## src/rtl/result_accum.sv

```systemverilog
// result_accum: collects WINDOW accepted samples and reports the sum of x,
// the unsigned maximum of z and a sticky overflow flag for the window.
// The result is held until downstream takes it.
// Optional feature macro: RESULT_ACCUM_SAT_EN. When it is defined, sum
// saturates at all-ones on overflow. Otherwise sum wraps.
module result_accum #(
  parameter int WIDTH    = 16,
  parameter int ZWIDTH   = 8,
  parameter int WINDOW   = 4,
  parameter int SUMWIDTH = 20
) (
  input  logic                Clk,
  input  logic                Rst,
  input  logic                in_valid,
  output logic                in_ready,
  input  logic [ZWIDTH-1:0]   z,
  input  logic [WIDTH-1:0]    x,
  output logic                out_valid,
  input  logic                out_ready,
  output logic [SUMWIDTH-1:0] sum,
  output logic [ZWIDTH-1:0]   zmax,
  output logic                ovf
);

  localparam int CW = $clog2(WINDOW + 1);

  localparam logic [1:0] IDLE  = 2'd0;
  localparam logic [1:0] ACCUM = 2'd1;
  localparam logic [1:0] HOLD  = 2'd2;

  logic [1:0]          state;
  logic [CW-1:0]       count;
  logic [CW-1:0]       count_inc;
  logic                accept;
  logic                first;
  logic [SUMWIDTH:0]   sum_wide;
  logic                carry;
  logic [SUMWIDTH-1:0] sum_next;
  logic [ZWIDTH-1:0]   zmax_next;
  logic                ovf_next;

  assign in_ready  = (state != HOLD);
  assign out_valid = (state == HOLD);
  assign accept    = in_valid & in_ready;
  assign first     = (state == IDLE);

  // Next-window values: the first sample of a window starts from zero,
  // later samples build on the registered totals.
  always_comb begin
    count_inc = first ? CW'(1) : count + CW'(1);
    sum_wide  = (first ? {(SUMWIDTH+1){1'b0}} : {1'b0, sum})
              + {{(SUMWIDTH+1-WIDTH){1'b0}}, x};
    carry     = sum_wide[SUMWIDTH];
    ovf_next  = (first ? 1'b0 : ovf) | carry;
`ifdef RESULT_ACCUM_SAT_EN
    sum_next  = carry ? {SUMWIDTH{1'b1}} : sum_wide[SUMWIDTH-1:0];
`else
    sum_next  = sum_wide[SUMWIDTH-1:0];
`endif
    zmax_next = (first || (z > zmax)) ? z : zmax;
  end

  // Window state machine and result registers.
  always_ff @(posedge Clk) begin
    if (Rst) begin
      state <= IDLE;
      count <= '0;
      sum   <= '0;
      zmax  <= '0;
      ovf   <= 1'b0;
    end else begin
      case (state)
        IDLE, ACCUM: begin
          if (accept) begin
            sum   <= sum_next;
            zmax  <= zmax_next;
            ovf   <= ovf_next;
            count <= count_inc;
            state <= (count_inc == CW'(WINDOW)) ? HOLD : ACCUM;
          end
        end
        HOLD: begin
          if (out_ready) begin
            state <= IDLE;
          end
        end
        default: state <= IDLE;
      endcase
    end
  end

endmodule
```

## config.mk

```make
export PLATFORM = sky130hd
export DESIGN_NAME = result_accum
export DESIGN_NICKNAME = d
export VERILOG_FILES = /design/src/rtl/result_accum.sv
export SDC_FILE = /design/constraint.sdc
export NUM_CORES = 1
export LEC_CHECK = 0
export ABC_CLOCK_PERIOD_IN_PS = 2800
export BUFFER_PORTS_ARGS = -buffer_cell sky130_fd_sc_hd__clkbuf_2
export CAP_MARGIN = 25
export CORE_ASPECT_RATIO = 0.5
export CORE_MARGIN = 5
export CORE_UTILIZATION = 48
export DETAILED_ROUTE_END_ITERATION = 8
export MAX_ROUTING_LAYER = met4
export PLACE_DENSITY = 0.85
export SETUP_SLACK_MARGIN = 0.15
export SYNTH_ARGS = -nofsm -noshare
export SYNTH_HDL_FRONTEND = slang
export SYNTH_SLANG_ARGS = --single-unit
```

## constraint.sdc

```tcl
create_clock -name Clk -period 2.8 [get_ports Clk]
set_input_delay 0.42 -clock Clk [delete_from_list [all_inputs] [get_ports Clk]]
set_output_delay 0.42 -clock Clk [all_outputs]
set_load 0.05 [all_outputs]
```

==> results.tsv <==
metric	value	unit
status	finished, final reports clean	
synthesized area per cell	8.17	um^2
drt first pass iters	4	
synth unique cells	48	
# setup viols final	0	
Buffers on Ports	58	
vias in the first global route	2160	
CTS tree	built	
warnings from Yosys	0	
# H-tree levels	2	
unrepaired setup endpoints after global routing	true	
hold crit path type	primary input to flip-flop	
Vias	2294	
FP Rows	17	
Avg Vias per Cell	5.55	
hpwl dp	4370	um
share of layout cells above drive strength 1	24.5	%
maximum clock rate	398	MHz
initial core utilization	51.2	%
Post-Synth XOR/XNOR Area	6.04	%
worst setup path category	flip-flop to flip-flop	
CTS Sinks	34	
Switch Pwr	0.000477	W
Synth Area in Adders	14.3	%
WHS	0.378	ns
Filler Cells Inserted	377	
Max Cap Violations	0	
clock slew at reported path FFs	0.07	ns
min Tclk post-route	2.51	ns
most frequent cells in the layout	clkbuf_2 (58), nand2_1 (37), dfxtp_1 (32)	
Final Non-Filler Cells	413	
pwr dens	491	nW/um^2
cell internal pwr	0.000925	W
gp weighted congestion	0.914	
worst vdd ir	0.231	mV
Area after DPL	2710	um^2
clock root buffer	clkbuf_8	
gr ovfl total	0	
residual DRC count	0	
post-route ant nets	0	
buffer levels on the longest clock path	2	
Sw Ratio	34.0	%
die footprint	6410	um^2
Post-synth ARST share	0	%
WP data arrival	2.75	ns
post-route cell area	2850	um^2
Leak	1.33	nW
Core Region	4530	um^2
Worst Path Required	3.04	ns
mux share of post-synthesis cell area	3.45	%
cts bufs inserted	5	
GRT Total Usage	19.8	%
hold buffers post-CTS	0	
pin count of the biggest net entering global routing	36	
Die Y	59.2	um
Tightest Pin Transition	0.739	ns
total power	0.00140	W
sequential area share after synthesis	29.3	%
Simple-Gate Fraction of Synth Area	22.3	%
Post-Syn Area	2320	um^2
Max-slew headroom	50.7	%
Worst-Skew Late Latency	0.30	ns
Worst Setup Start Kind	flip-flop	
R2R Setup Slk	0.29	ns
Mapped Nets	338	
Clock power frac	32.5	%
final period utilization	89.8	%
Max Clock Skew	0.00642	ns
Sum Neg Setup Slack	0	ns
Cells after Synth	284	
Final Hold Viols	0	
post-synthesis register bit count	34	
combinational fraction of design power	29.1	%
Nets	400	
Detailed Route WL	5830	um
most common cell after layout, fill and taps aside	clkbuf_2	
Antenna Cells	0	
Flop pwr share	38.4	%
EDFF count, synth	0	
combinational family with the most area after synthesis	simple AND/OR/NAND/NOR gates	
CP Max Fanout	5	
first-pass GRT wire length	9660	um
CP Capture Type	flip-flop	
DR iter-0 viols	191	
top_reg_cell synth	dfxtp_1	
fin. max-slew vios	0	
DP Cell Count	403	
area fraction in compound gates after synthesis	20.9	%
P&R area growth vs syn	22.9	%
width of the die	108	um
IO Pins	59	
Routed WL per cell	14.1	um
initial antenna violation count	0	
-- layer usage --
| layer | part of all wire (%) | global-route usage [%] | up-vias |
|---|---|---|---|
| li1 | - | - | 1131 |
| met1 | 46 | 23.0 | 1093 |
| met2 | 47 | 33.7 | 63 |
| met3 | 6.0 | 5.11 | 7 |
| met4 | 1.3 | 7.01 | 0 |
| met5 | 0 | - | - |
-- cell usage after synthesis (2+ instances only) --
cell type / count / area share, %
nand2_1: 37 / 6.0
dfxtp_1: 34 / 29
a21oi_1: 28 / 6.0
ha_1: 25 / 13
nor2_1: 25 / 4.0
nor2b_1: 20 / 5.4
xnor2_1: 13 / 4.9
inv_1: 11 / 1.8
clkbuf_1: 9 / 1.5
mux2i_1: 8 / 3.5
o21ai_0: 8 / 1.7
nand3_1: 5 / 1.1
a211oi_1: 4 / 1.3
a21o_1: 4 / 1.3
and3_1: 4 / 1.1
a22o_1: 3 / 1.1
nand2b_1: 3 / 0.81
nor3_1: 3 / 0.65
o211ai_1: 3 / 0.97
xor2_1: 3 / 1.1
a211o_1: 2 / 0.75
buf_2: 2 / 0.43
nand3b_1: 2 / 0.65
nand4_1: 2 / 0.54
o21a_1: 2 / 0.65
o221ai_1: 2 / 0.75
-- worst max-delay path, stage by stage, from the launching register on --
cell and delay [ns]:
dfxtp_4 0.37, nor2_4 0.15, buf_4 0.17, nor2b_1 0.05, ha_1 0.34, a21o_1 0.19, o21ba_2 0.22, o31ai_4 0.33
a211oi_1 0.11, or4_1 0.44, nand3_1 0.08
-- state kept, by name (all words and copies together) (netlist names) --
signal	cells
state	2
zmax	8
count	3
sum	20
ovf	1
-- power groups by stage --
stage                     Combinational, W  Sequential [W]  Clock (W)
after floorplan                   0.000207        0.000645          0
after global placement            0.000390        0.000548          0
after detailed placement          0.000401        0.000550          0
after CTS                         0.000404        0.000539   0.000464
after global routing              0.000445        0.000544   0.000494
final                             0.000407        0.000539   0.000455
-- repair_timing --
| action | CTS | global route |
|---|---|---|
| setup buffers | 0 | 2 |
| endpoints found under the setup margin | 5 | 8 |
| pin swaps | 0 | 2 |
| resized for setup | 1 | 6 |
-- final cells by class --
| class | instances | area (um^2) | area share [%] |
|---|---|---|---|
| multi-input cells | 228 | 1580 | 55.5 |
| flip-flops and latches | 34 | 686 | 24.0 |
| repair buffers | 66 | 354 | 12.4 |
| well taps | 66 | 82.6 | 2.89 |
| clock buffers | 7 | 76.3 | 2.68 |
| inverters | 11 | 41.3 | 1.45 |
| clock inverters | 1 | 30.0 | 1.05 |
-- kinds of logic after synthesis --
kind of cell / Yosys count
buf+inv: 22
xor+xnor: 16
simple gates: 107
flops: 34
compound gates: 71
mux: 8
fa+ha+maj: 26
-- final timing paths --
kind | start | end | cells past startpoint
worst min register to register | sum[4] | sum[4] | 2
worst max register to register | state[1] | sum[11] | 10
worst max-delay path | state[1] | sum[11] | 10
worst min-delay path | z[3] | zmax[3] | 3
-- metrics by stage --
step / setup slack, ns / util [%]
detailed placement: 0.109 / 59.8
global route: 0.164 / 63.0
global placement: 0.200 / 59.8
floorplan: 0.194 / -
finish: 0.287 / 63.0
CTS: 0.169 / 62.3
Note: power is estimated with default switching activity, not from simulation.
